<file path="config.mk">
export PLATFORM = sky130hd
export DESIGN_NAME = base_arfilter_sched
export DESIGN_NICKNAME = d
export VERILOG_FILES = /design/src/rtl/base_arsched_pkg.sv /design/src/rtl/base_rr_pick.sv /design/src/rtl/base_arfilter_sched.sv
export SDC_FILE = /design/constraint.sdc
export NUM_CORES = 1
export LEC_CHECK = 0
export CELL_PAD_IN_SITES_DETAIL_PLACEMENT = 0
export CELL_PAD_IN_SITES_GLOBAL_PLACEMENT = 1
export CORE_AREA = 2 2 39 41
export CTS_BUF_LIST = sky130_fd_sc_hd__clkbuf_8
export DETAILED_ROUTE_END_ITERATION = 10
export DIE_AREA = 0 0 41 43
export PLACE_DENSITY = 0.63
export SLEW_MARGIN = 20
export SYNTH_ARGS = -nofsm -noshare
export SYNTH_HDL_FRONTEND = slang
export SYNTH_SLANG_ARGS = --single-unit
</file>
<file path="constraint.sdc">
create_clock -name clk -period 2.2 [get_ports clk]
set_clock_uncertainty 0.05 [all_clocks]
set_input_delay 0.33 -clock clk [delete_from_list [all_inputs] [get_ports clk]]
set_output_delay 0.33 -clock clk [all_outputs]
set_load 0.05 [all_outputs]
</file>
<file path="src/rtl/base_arsched_pkg.sv">
// Shared helpers for the credit scheduler: counter and index widths derived
// from lane/credit parameters.
package base_arsched_pkg;

    function automatic int cnt_width(input int n);
        return $clog2(n + 1);
    endfunction

    // A single-lane arbiter still needs a 1-bit pointer to keep types legal.
    function automatic int idx_width(input int n);
        return (n > 1) ? $clog2(n) : 1;
    endfunction

endpackage

</file>
<file path="src/rtl/base_rr_pick.sv">
// Combinational rotate-priority picker: one-hot grant to the first set request
// at or after ptr_i, wrapping around; zero when nothing is requested.
module base_rr_pick
    import base_arsched_pkg::*;
#(
    parameter int width = 1,
    localparam int PW = idx_width(width)
) (
    input  logic [0:width-1] req_i,
    input  logic [PW-1:0]    ptr_i,
    output logic [0:width-1] gnt_o
);

    logic found;
    int   idx;

    always_comb begin
        gnt_o = '0;
        found = 1'b0;
        idx   = 0;
        for (int i = 0; i < width; i++) begin
            idx = int'(ptr_i) + i;
            if (idx >= width) begin
                idx = idx - width;
            end
            if (!found && req_i[idx]) begin
                gnt_o[idx] = 1'b1;
                found      = 1'b1;
            end
        end
    end

endmodule

</file>
<file path="src/rtl/base_arfilter_sched.sv">
// Credit-based round-robin scheduler that drives the per-lane en qualifier of
// an accept/repeat filter bank; at most one lane is enabled per cycle.
module base_arfilter_sched
    import base_arsched_pkg::*;
#(
    parameter int width   = 1,
    parameter int credits = 4
) (
    input  logic             clk,
    input  logic             reset,
    input  logic [0:width-1] i_v,
    input  logic [0:width-1] o_r,
    output logic [0:width-1] en,
    input  logic [0:width-1] crd_rtn,
    output logic             idle,
    output logic             err
);

    localparam int cwidth = cnt_width(credits);
    localparam int PW     = idx_width(width);
    localparam logic [cwidth-1:0] FULL = cwidth'(credits);

    logic [cwidth-1:0] cnt_q [width];
    logic [cwidth-1:0] cnt_d [width];
    logic [0:width-1]  elig;
    logic [0:width-1]  gnt;
    logic [0:width-1]  ovf;
    logic [0:width-1]  full_d;
    logic [PW-1:0]     ptr_q;
    logic [PW-1:0]     ptr_d;
    logic              err_q;
    logic              idle_q;

    // Eligibility looks only at registered credit, so crd_rtn never reaches en.
    generate
        for (genvar gi = 0; gi < width; gi++) begin : g_lane
            assign elig[gi] = i_v[gi] & o_r[gi] & (cnt_q[gi] != '0);

            assign ovf[gi] = crd_rtn[gi] & ~en[gi] & (cnt_q[gi] == FULL);

            assign cnt_d[gi] = (en[gi] & ~crd_rtn[gi])                         ? cnt_q[gi] - 1'b1 :
                               (crd_rtn[gi] & ~en[gi] & (cnt_q[gi] != FULL))   ? cnt_q[gi] + 1'b1 :
                                                                                 cnt_q[gi];

            assign full_d[gi] = (cnt_d[gi] == FULL);

            always_ff @(posedge clk) begin
                if (reset) begin
                    cnt_q[gi] <= FULL;
                end else begin
                    cnt_q[gi] <= cnt_d[gi];
                end
            end
        end
    endgenerate

    base_rr_pick #(
        .width (width)
    ) u_pick (
        .req_i (elig),
        .ptr_i (ptr_q),
        .gnt_o (gnt)
    );

    assign en = reset ? '0 : gnt;

    // Pointer moves just past the granted lane so it drops to lowest priority.
    always_comb begin
        ptr_d = ptr_q;
        for (int k = 0; k < width; k++) begin
            if (en[k]) begin
                ptr_d = (k == width - 1) ? '0 : PW'(k + 1);
            end
        end
    end

    always_ff @(posedge clk) begin
        if (reset) begin
            ptr_q  <= '0;
            err_q  <= 1'b0;
            idle_q <= 1'b1;
        end else begin
            ptr_q  <= ptr_d;
            err_q  <= err_q | (|ovf);
            idle_q <= &full_d;
        end
    end

    assign idle = idle_q;
    assign err  = err_q;

endmodule

</file>
* Word level (Yosys, flattened, before mapping)
Memory sizes are Yosys's and may differ from the RTL's. Cells that the tools add are included.
Storage, ports and cells: bits in registers 2, latch bits 0, bits in writable memories 3, ROM bits 0, bits of input ports 5, output and inout port bits 3, word-level logic and storage cells 28, memories kept 1
Operators by class: add/sub/neg operators 2, $mul 0, divide/modulo/power cells 0, magnitude comparators 0, equality and inequality tests 3, shifts and indexed selects 0, multiplexer cells 9, bitwise logic cells 9, reduce and logical (&&, ||, !) cells 2
Memory list:
- cnt_q | depth 1, width 3, read ports 1, clocked after memory_dff 0, wr ports 1, line base_arfilter_sched.sv:23 | logic [cwidth-1:0] cnt_q [width];
Operators with widths (number):
- 3-bit 2-to-1 mux | 3
- 1-bit AND | 6
- 3-bit == test, second input constant | 2
- 1-bit 2-to-1 mux | 6
- 3-bit by 1-bit adder with 3-bit output, second input constant | 1
- 3-bit inequality test, second input constant | 1
- 3-bit nonzero test | 1
- 3-bit OR reduction | 1
- 3-bit by 1-bit subtractor with 3-bit output, second input constant | 1
- 1-bit inverter | 2
- 1-bit bitwise OR | 1

* Depth between registers and ports, before layout
Gate-level depths: netlist (run 1). An unclocked memory read counts as a cell.
word-level depth 11, mapped depth 7, mapped depth without buffers 7

* Hierarchy
From an unflattened synthesis (run 1), not the netlist that was laid out.
Unflattened totals: cell total of the unflattened synthesis 40, area total of the unflattened synthesis 329.1 µm²
Modules (own cells, without submodules):
- base_arfilter_sched | times used 1, cells an instance 39, area each 321.6 µm², seq. area each 100.1 µm²
- base_rr_pick | times used 1, cells an instance 1, area each 7.5 µm², seq. area each 0.0 µm²

* Worst setup path before layout (run 1)
OpenSTA, ideal clock, no wires.
path kind reg2out, from mem cnt_q[0][1] (netlist bit), to out en, arrival 1.441 ns, data required time 1.820 ns, path slack 0.379 ns, cell stages (with the launch flop) 5, buffers on the path 0, cells stage by stage dfxtp_1 inv_1 ha_1 nor2b_1 nor2_1
Between the ends: cells in the longest elaborated chain, start to end 5
RTL lines:
- start: declaration | line base_arfilter_sched.sv:23
- memory read 1 x 3 bit
- 3-bit nonzero test | line base_arfilter_sched.sv:37 | assign elig[gi] = i_v[gi] & o_r[gi] & (cnt_q[gi] != '0);
- 1-bit AND | line base_arfilter_sched.sv:37
- 1-bit 2-to-1 mux | line base_rr_pick.sv:26 | if (!found && req_i[idx]) begin
- 1-bit 2-to-1 mux | line base_arfilter_sched.sv:65 | assign en = reset ? '0 : gnt;
- end: declaration | line base_arfilter_sched.sv:13 | output logic [0:width-1] en,
Every way passes these cells.

* Final worst setup path (run 1)
Same ends and word-level chain as after synthesis.

==> metrics, run 1 <==
status=completed; worst slew pin tran=504 ps; ANT cells=0; crit-path cells=inv_1 -> ha_1 -> nor2b_1 -> nor2_1 -> buf_12; CTS tree=built; Syn Nets=37; drt first-iter violations=1; sequential cell area fraction in the yosys report=32.8%; vias in the first global route=261; CP bufs+invs=2; delay-heaviest family, CP=flip-flops; synth-to-layout area growth=50.4%; total CTS buffers=3; largest net degree at the start of global routing=6; Worst-path clk slew=40 ps; required time worst endpoint=1820 ps; clock insertion delay at the later pin of the skew report=220 ps; RSZ-0062 raised after global routing=no; total power=0.000381 W; #FFs+latches synth=5; gr usage total=9.77%; Via Count=252; Syn Inst Count=29; Die ar.=1760 sq um; Max stage delay on crit path=380 ps; share of layout cells above drive strength 1=29.3%; design area=459 sq um; # hold bufs at CTS=0; final hold viol count=0; TNS Setup=0 ps; global-route wire length before repair=1070 microns; R2R depth=7; CTS resizes=0; Final ANT Viol Nets=0; DRC Markers=0; global route overflow=0; htree depth=1; slew margin rel.=66.3%; Wirelength per Cell=11.2 microns; CTS Sinks=5; Core Footprint=1380 sq um; Avg Vias per Cell=4.42; IO Pins=8; Final min period=1820 ps; Slew Limit Fails=0; Final #Nets=50; final setup fails=0; Synth Cell Area=305 sq um; Hold Path Depth=2; area post-placement=413 sq um; CP startpoint kind=flip-flop; Max-Cap Viols=0; P_leak=0.184 nW; WS Path Type=flip-flop to output port; Pre-antenna DRT Iters=2; Critical Path End Type=output port; VDD IR max=0.000469 V; root buf cell=clkbuf_8; critical path fanouts, max=4; number of setup buffers added after CTS=0; CTS Buffer Depth=2; Crit path depth=5; FP Rows=14; routability cong.=0.629; PortBufs=7; final WL=641 microns; f_max=0.549 GHz; Cell variety after synth=19; die height=43 microns; initial antenna violation count=0; synth warn=0; dpl hpwl=513 microns; data arrival time of the critical path=1440 ps; Syn Area/Cell=10.5 sq um; fin crit share=82.8%; HP Class=flip-flop to flip-flop; Die W=41 microns; initial core utilization=22.1%; PD cells=831 nW/um^2; slowest CP cell=dfxtp_1
[kinds of logic after synthesis]
group / count (synthesis) / synth area share (%)
buffers and inverters: 3 / 3.69
AND/OR/NAND/NOR: 9 / 23.8
flip-flops: 5 / 32.8
adder cells (fa/ha/maj): 3 / 12.3
AO/OA/AOI/OAI: 8 / 24.6
XOR/XNOR: 1 / 2.87
[report_power, final]
part / internal (W) / switching (W) / leakage, nW
clock: 0.000122 / 0.0000478 / 0.0255
combinational: 0.0000448 / 0.0000590 / 0.118
sequential: 0.000102 / 0.00000600 / 0.0412
[path summary, 6_finish.rpt]
| kind | startpoint | endpoint | slack, ps |
|---|---|---|---|
| worst max-delay path | cnt_q[0][1] | en | 380 |
| worst min-delay path | err | err | 430 |
| worst max register to register | cnt_q[0][0] | idle | 410 |
| worst min register to register | err | err | 430 |
[final cells by class]
type / count / area [sq um]
clock buffers: 3 / 41.3
clock inverters: 1 / 5.00
fillers: 146 / 925
inverters: 3 / 11.3
multi-input cells: 21 / 194
flip-flops and latches: 5 / 100
well taps: 16 / 20.0
repair buffers: 8 / 87.6
[worst min-delay path: stages (launching register included)]
cell	delay [ps]
dfxtp_1	320
a41oi_1	50
nor2_1	70
[per-stage QoR]
step / worst slack (ps) / std cells / util (%) / hold WS (ps)
2_1_floorplan: 379 / 29 / - / 348
3_3_place_gp: 270 / 53 / 29.8 / 413
3_5_place_dp: 241 / 53 / 29.8 / 434
4_1_cts: 365 / 57 / 33.2 / 442
5_1_grt: 237 / 57 / 33.2 / 488
6_report: 378 / 57 / 33.2 / 428
[registers in the layout, indices dropped and copies added, names as in the netlist]
signal	count
idle	1
err	1
cnt_q	3
[cell usage in the layout (no fill, tap or decap), types with 2 or more instances in the layout]
cell | Yosys | layout
nor2_1 | 2 | 2
dfxtp_1 | 5 | 5
ha_1 | 3 | 3
clkbuf_8 | 0 | 3
inv_1 | 3 | 3
nand2_1 | 2 | 2
clkdlybuf4s50_1 | 0 | 6
[per-layer routing]
metal  up-vias  GRT usage (%)  share of wire, %
met3         2           5.24               8.3
met1       117           10.7                40
met4         0           10.0               2.0
met2         7           12.2                49
met5         -              0                 0
li1        126              -                 -
[Yosys cell counts]
cell type / instances / area (sq um)
a41oi_1: 1 / 8.76
nand3b_4: 1 / 20.0
dfxtp_1: 5 / 100
nor2_1: 2 / 7.51
ha_1: 3 / 37.5
a21oi_1: 1 / 5.00
a221oi_2: 1 / 15.0
xor2_1: 1 / 8.76
o21ai_0: 1 / 5.00
inv_1: 3 / 11.3
nand2b_2: 1 / 8.76
a22oi_1: 1 / 7.51
a21oi_2: 1 / 8.76
nor2b_1: 1 / 6.26
nor3_4: 1 / 16.3
nand2_1: 2 / 7.51
o211a_4: 1 / 17.5
a211oi_1: 1 / 7.51
or3_1: 1 / 6.26
No activity file was read; power rests on OpenSTA's default activity.
==> run 2, diff against run 1 <==
Settings changed: PLACE_DENSITY 0.63 to 0.64.
Clock period 2.2 ns to 1.5 ns, I/O delays scaled along.
==> run 2 against run 1 <==
The run now ends with negative setup slack left. Critical path type is now flip-flop to flip-flop. Core utilization rose by 8.8 points. Critical endpoint is now idle. Sequential cell count unchanged. Routed wire length is 19% higher. Setup slack worse by 450 ps. Non-clock buffer count increased by 9. Worst hold slack got worse by 22 ps. Clock-buffer cell count unchanged. Critical path depth up 2. Highest routed layer is now met3. Final cell count is 16% higher. Cell area grew 26%.
==> metrics, run 2 (synthesis gave the netlist of run 1 again) <==
status=finished with violations; failing checks=negative setup slack; die height=43 microns (unchanged); routability cong.=0.659 (+4.7%); r2r startpoint=cnt_q[0][0]; slowest CP cell=or3_1; largest register by flop count=cnt_q; IO Pins=8 (unchanged); global route overflow=0 (unchanged); Slew Limit Fails=0 (unchanged); synth-to-layout area growth=90.2%; total power=0.000618 W (+62%); commonest non-fill, non-tap cell in the layout=buf_4; CTS tree=built; total CTS buffers=3 (unchanged); PortBufs=7 (unchanged); global-route wire length before repair=1340 microns (+25%); clock insertion delay at the later pin of the skew report=220 ps (about the same); final setup fails=2 (+2); Die W=41 microns (unchanged); Max stage delay on crit path=370 ps (about the same); fin crit share=105%; final core area utilization=42.0% (+8.8 points); Worst Hold End=cnt_q[0][1]; share of layout cells above drive strength 1=60.0% (+31 points); initial core utilization=22.1% (unchanged); drt first-iter violations=1 (unchanged); critical path fanouts, max=5 (+1); Fill cells=128 (-12%); WS Path Type=flip-flop to flip-flop; Hold Path Depth=3 (+1); CTS Sinks=5 (unchanged); gr usage total=11.2% (+1.4 points); dpl hpwl=603 microns (+17%); DRC Markers=0 (unchanged); final WL=765 microns (+19%); worst slew pin tran=250 ps (-254 ps); final hold viol count=0 (unchanged); design area=581 sq um (+26%); CP startpoint kind=flip-flop; flop2flop setup slack=-70 ps (-480 ps); Via Count=294 (+17%); HP Class=primary input to flip-flop; FP Rows=14 (unchanged); Avg Vias per Cell=4.45 (+0.76%); Pre-antenna DRT Iters=3 (+1); HP Start=reset; area post-placement=509 sq um (+23%); Max-Cap Viols=0 (unchanged); largest net degree at the start of global routing=6 (unchanged); Final #Nets=59 (+18%); initial antenna violation count=0 (unchanged); Final ANT Viol Nets=0 (unchanged); setup slack after layout=-69.0 ps (-447 ps); htree depth=1 (unchanged); Wirelength per Cell=11.6 microns (+3.1%); crit-path cells=inv_2 -> ha_4 -> nor2b_4 -> nor3_4 -> or3_1 -> a21oi_2 -> a211oi_1; R2R depth=7 (unchanged); f_max=0.637 GHz; VDD IR max=0.000609 V (+30%); RSZ-0062 raised after global routing=yes; hold slack=406 ps (-21.7 ps); root buf cell=clkbuf_8; Final min period=1570 ps; data arrival time of the critical path=1610 ps (+170 ps); Critical Path End Type=flip-flop; FF-to-FF End=idle; Worst-path clk slew=30 ps (about the same); Largest register FFs=3 (unchanged); most frequent cells in the layout=9 x buf_4, 3 x clkbuf_8, 3 x dfxtp_1, 3 x dlygate4sd2_1, 3 x buf_12; # hold bufs at CTS=0 (unchanged); slew margin rel.=83.2% (+17 points); PD cells=1060 nW/um^2 (+28%); Core Footprint=1380 sq um (unchanged); Die ar.=1760 sq um (unchanged); CTS Buffer Depth=2 (unchanged); ANT cells=0 (unchanged); vias in the first global route=316 (+21%); P_leak=0.253 nW (+37%); required time worst endpoint=1540 ps (-280 ps)
[run 2: changes by cell type in the layout (fill, tap and decap cells not counted), sizes merged]
cell / change
buf: +11
dlygate4sd2: +3
clkinv: -1
clkdlybuf4s50: -5
inv: +1
[run 2: where the power goes]
group	internal, W	switching, W
logic	0.000116	0.0000994
registers	0.000151	0.0000151
clock network	0.000175	0.0000614
total	0.000442	0.000176
[run 2: metal layers]
| metal | part of all wire (%) | track usage (%) | vias up |
|---|---|---|---|
| met1 | 35 | 11.7 | 143 |
| met3 | 6.3 | 5.24 | 0 |
| met2 | 59 | 19.4 | 6 |
| li1 | - | - | 145 |
| met4 | 0 | 2.00 | 0 |
| met5 | 0 | 0 | - |
[run 2: cell type report]
class,instances,area [sq um],area share (%)
clock buffers,3,41.3,7.11
clock inverters,1,3.75,0.647
inverters,3,11.3,1.94
multi-input cells,21,226,39.0
flip-flops and latches,5,103,17.7
well taps,16,20.0,3.45
repair buffers,17,175,30.2
[run 2: worst max-delay path by stage]
stage	startpoint	to	slack (ps)	cells past startpoint
6_report	cnt_q[0][0]	idle	-70	7
5_1_grt	cnt_q[0][1]	idle	-180	7
4_1_cts	cnt_q[0][1]	idle	-50	7
3_5_place_dp	i_v	idle	-360	6
3_3_place_gp	i_v	idle	-300	6
2_1_floorplan	cnt_q[0][1]	idle	20	7
[run 2: through the flow]
step | TNS (ps) | std cells | worst slack, ps
2_1_floorplan | 0 | 29 | 23.4
3_3_place_gp | -929 | 60 | -303
3_5_place_dp | -1160 | 60 | -363
4_1_cts | -82.5 | 64 | -48.3
5_1_grt | -348 | 66 | -176
6_report | -99.0 | 66 | -69.0
[run 2: worst max-delay path: cells and delay by family, from the launching register on]
kind	cells	cell delay, ps
flip-flops	1	320
AND/OR/NAND/NOR	3	620
adder cells (fa/ha/maj)	1	150
buffers and inverters	1	70
AO/OA/AOI/OAI	2	220
[run 2: timing repair]
action / 4_1_cts / 5_1_grt
buffers inserted: 0 / 2
pin swaps: 2 / 6
setup endpoints to repair: 4 / 3
gates resized for setup: 6 / 1
==> run 3, diff against run 2 <==
--- a/config.mk
+++ b/config.mk
@@ -13,3 +13,4 @@
 export DIE_AREA = 0 0 41 43
-export PLACE_DENSITY = 0.64
+export PLACE_DENSITY = 0.63
+export RECOVER_POWER = 50
 export SLEW_MARGIN = 20
==> constraint.sdc (replaced) <==
create_clock -name clk -period 1.63 [get_ports clk]
set_clock_uncertainty 0.05 [all_clocks]
set_input_delay 0.2445 -clock clk [delete_from_list [all_inputs] [get_ports clk]]
set_output_delay 0.2445 -clock clk [all_outputs]
set_load 0.02 [all_outputs]
==> run 3 against run 2 <==
Global-route usage up 1.2 points. Power is 12% lower. Highest routed layer is now met4. Clock-buffer cell count did not move. Sequential power fell by 10%. Routed wire length rose by 7.5%. Sequential share of layout area grew 0.27 points. Die area is the same. Non-clock buffer count stayed put. Core utilization is 0.63 points lower. The run now ends clean. Register-to-register slack better by 80 ps. Critical path type unchanged. Largest cell class unchanged. Worst hold slack improved by 41 ps. Combinational power fell by 17%.
==> metrics, run 3 (synthesis gave the netlist of run 1 again) <==
routability cong.=0.630 (-4.4%); fin crit share=99.4% (-5.2 points); Critical Path End Type=flip-flop; final std cells w/o fill=66 (unchanged); Die ar.=1760 sq um (unchanged); ANT cells=0 (unchanged); Reg power frac=27.4% (+0.5 points); Slew Limit Fails=0 (unchanged); FF-to-FF End=idle; TNS Setup=0 ps (+99.0 ps); r2r startpoint=cnt_q[0][0]; Final #Nets=59 (unchanged); slowest CP cell=or3_4; Fill cells=138 (+7.8%); PortBufs=7 (unchanged); area of the multi-input gates=248 sq um (+9.4%); Internal=0.000400 W (-9.4%); FP Rows=14 (unchanged); P_leak=0.243 nW (-3.9%); delay-heaviest family, CP=compound AO/OA/AOI/OAI gates; dpl cells=58 (-3.3%); Max-Cap Viols=0 (unchanged); IO Pins=8 (unchanged); Hold Path Depth=3 (unchanged); initial antenna violation count=0 (unchanged); Pre-antenna DRT Iters=3 (unchanged); CP bufs+invs=2 (+1); switching power=0.000144 W (-18%); # hold bufs at CTS=0 (unchanged); Register Area=103 sq um (unchanged); WS Path Type=flip-flop to flip-flop; gr usage total=12.4% (+1.2 points); Net Sw Frac=26.5% (-2.0 points); global-route wire length before repair=1390 microns (+3.6%); CTS Sinks=5 (unchanged); DRC Markers=0 (unchanged); flop2flop setup slack=9 ps (+80 ps); Core Footprint=1380 sq um (unchanged); f_max=0.617 GHz (-3.2%); dpl hpwl=676 microns (+12%); most frequent cells in the layout=9 x buf_4, 3 x clkbuf_8, 3 x dfxtp_1, 3 x clkdlybuf4s50_1, 3 x dlygate4sd2_1; RSZ-0062 raised after global routing=yes; final hold viol count=0 (unchanged); die height=43 microns (unchanged); drt first-iter violations=3 (+2); Avg Vias per Cell=4.41 (-1.0%); largest net degree at the start of global routing=6 (unchanged); worst setup path start=cnt_q[0][0]; total CTS buffers=3 (unchanged); Final min period=1620 ps (+51.6 ps); Wirelength per Cell=12.5 microns (+7.5%); CTS Buffer Depth=2 (unchanged); vias in the first global route=329 (+4.1%); critical path fanouts, max=5 (unchanged); clock share of power=39.7% (+1.5 points); commonest non-fill, non-tap cell in the layout=buf_4; HP Class=primary input to flip-flop; global route overflow=0 (unchanged); largest register by flop count=cnt_q; data arrival time of the critical path=1660 ps (+50 ps); CP startpoint kind=flip-flop; initial core utilization=22.1% (unchanged); Worst Hold End=cnt_q[0][0]; final setup fails=0 (-2); R2R depth=7 (unchanged); Final ANT Viol Nets=0 (unchanged); share of layout cells above drive strength 1=60.0% (unchanged); slew margin rel.=81.4% (-1.8 points); worst slew pin tran=278 ps (+28.7 ps); Worst-path clk slew=30 ps (about the same); hold slack=447 ps (+40.9 ps); PD cells=952 nW/um^2 (-11%); Via Count=291 (-1.0%); Largest register FFs=3 (unchanged); htree depth=1 (unchanged); required time worst endpoint=1670 ps (+130 ps); root buf cell=clkbuf_8; VDD IR max=0.000692 V (+14%); Comb pwr share=32.9% (-2.0 points); crit-path cells=inv_2 -> ha_4 -> buf_6 -> o211a_4 -> or3_4 -> a21oi_4 -> a211oi_2; clock insertion delay at the later pin of the skew report=220 ps (about the same); HP Start=reset; final WL=822 microns (+7.5%); Max stage delay on crit path=340 ps (-30 ps); status=completed; Die W=41 microns (unchanged); synth-to-layout area growth=87.3%; CTS tree=built
run 3: cell count changes in the layout (fill, tap and decap cells not counted), sizes merged:
cell / before / now
clkdlybuf4s15: 0 / 1
clkdlybuf4s50: 1 / 3
buf: 13 / 10
run 3: worst max path at each step:
stage / end / slack, ps / cells past startpoint
after global routing: idle / -60 / 7
after detailed placement: idle / -280 / 6
final: idle / 9 / 7
after CTS: idle / -10 / 7
after floorplan: idle / 50 / 7
after global placement: en / -230 / 4
run 3: final cells by class:
cell class	instances	share of cell area, %
inverter	3	1.97
multi-input combinational	21	43.3
tap	16	3.50
clock buffer	3	7.22
timing repair buffer	17	25.4
sequential	5	17.9
clock inverter	1	0.656
run 3: metal layers:
layer / GRT usage, % / up-vias / part of all wire (%)
li1: - / 147 / -
met1: 11.3 / 135 / 31
met2: 21.6 / 7 / 62
met3: 6.81 / 2 / 6.1
met4: 4.00 / 0 / 0.85
met5: 0 / - / 0
run 3: repair_timing:
| item | CTS | global route |
|---|---|---|
| gates resized for setup | 15 | 5 |
| buffers inserted | 3 | 1 |
| setup endpoints to repair | 3 | 3 |
| pin swaps | 5 | 6 |
run 3: tightest hold or removal path, delay by kind of cell:
kind | cells | cell delay [ps]
buf+inv | 2 | 380
compound gates | 1 | 40
run 3: power by group through the flow:
stage	sequential (W)	clock (W)	combinational, W
after detailed placement	0.000148	0	0.000139
after global placement	0.000147	0	0.000131
final	0.000149	0.000216	0.000179
after floorplan	0.000157	0	0.0000615
after global routing	0.000151	0.000236	0.000195
after CTS	0.000149	0.000224	0.000170
run 3: through the flow:
| stage | power (W) | cell area [sq um] | util [%] | setup WS [ps] |
|---|---|---|---|---|
| after floorplan | 0.000218 | 308 | - | 45.2 |
| after detailed placement | 0.000286 | 443 | 32.0 | -279 |
| after global routing | 0.000581 | 572 | 41.3 | -55.8 |
| after global placement | 0.000278 | 443 | 32.0 | -232 |
| after CTS | 0.000543 | 542 | 39.2 | -14.9 |
| final | 0.000545 | 572 | 41.3 | 9.41 |
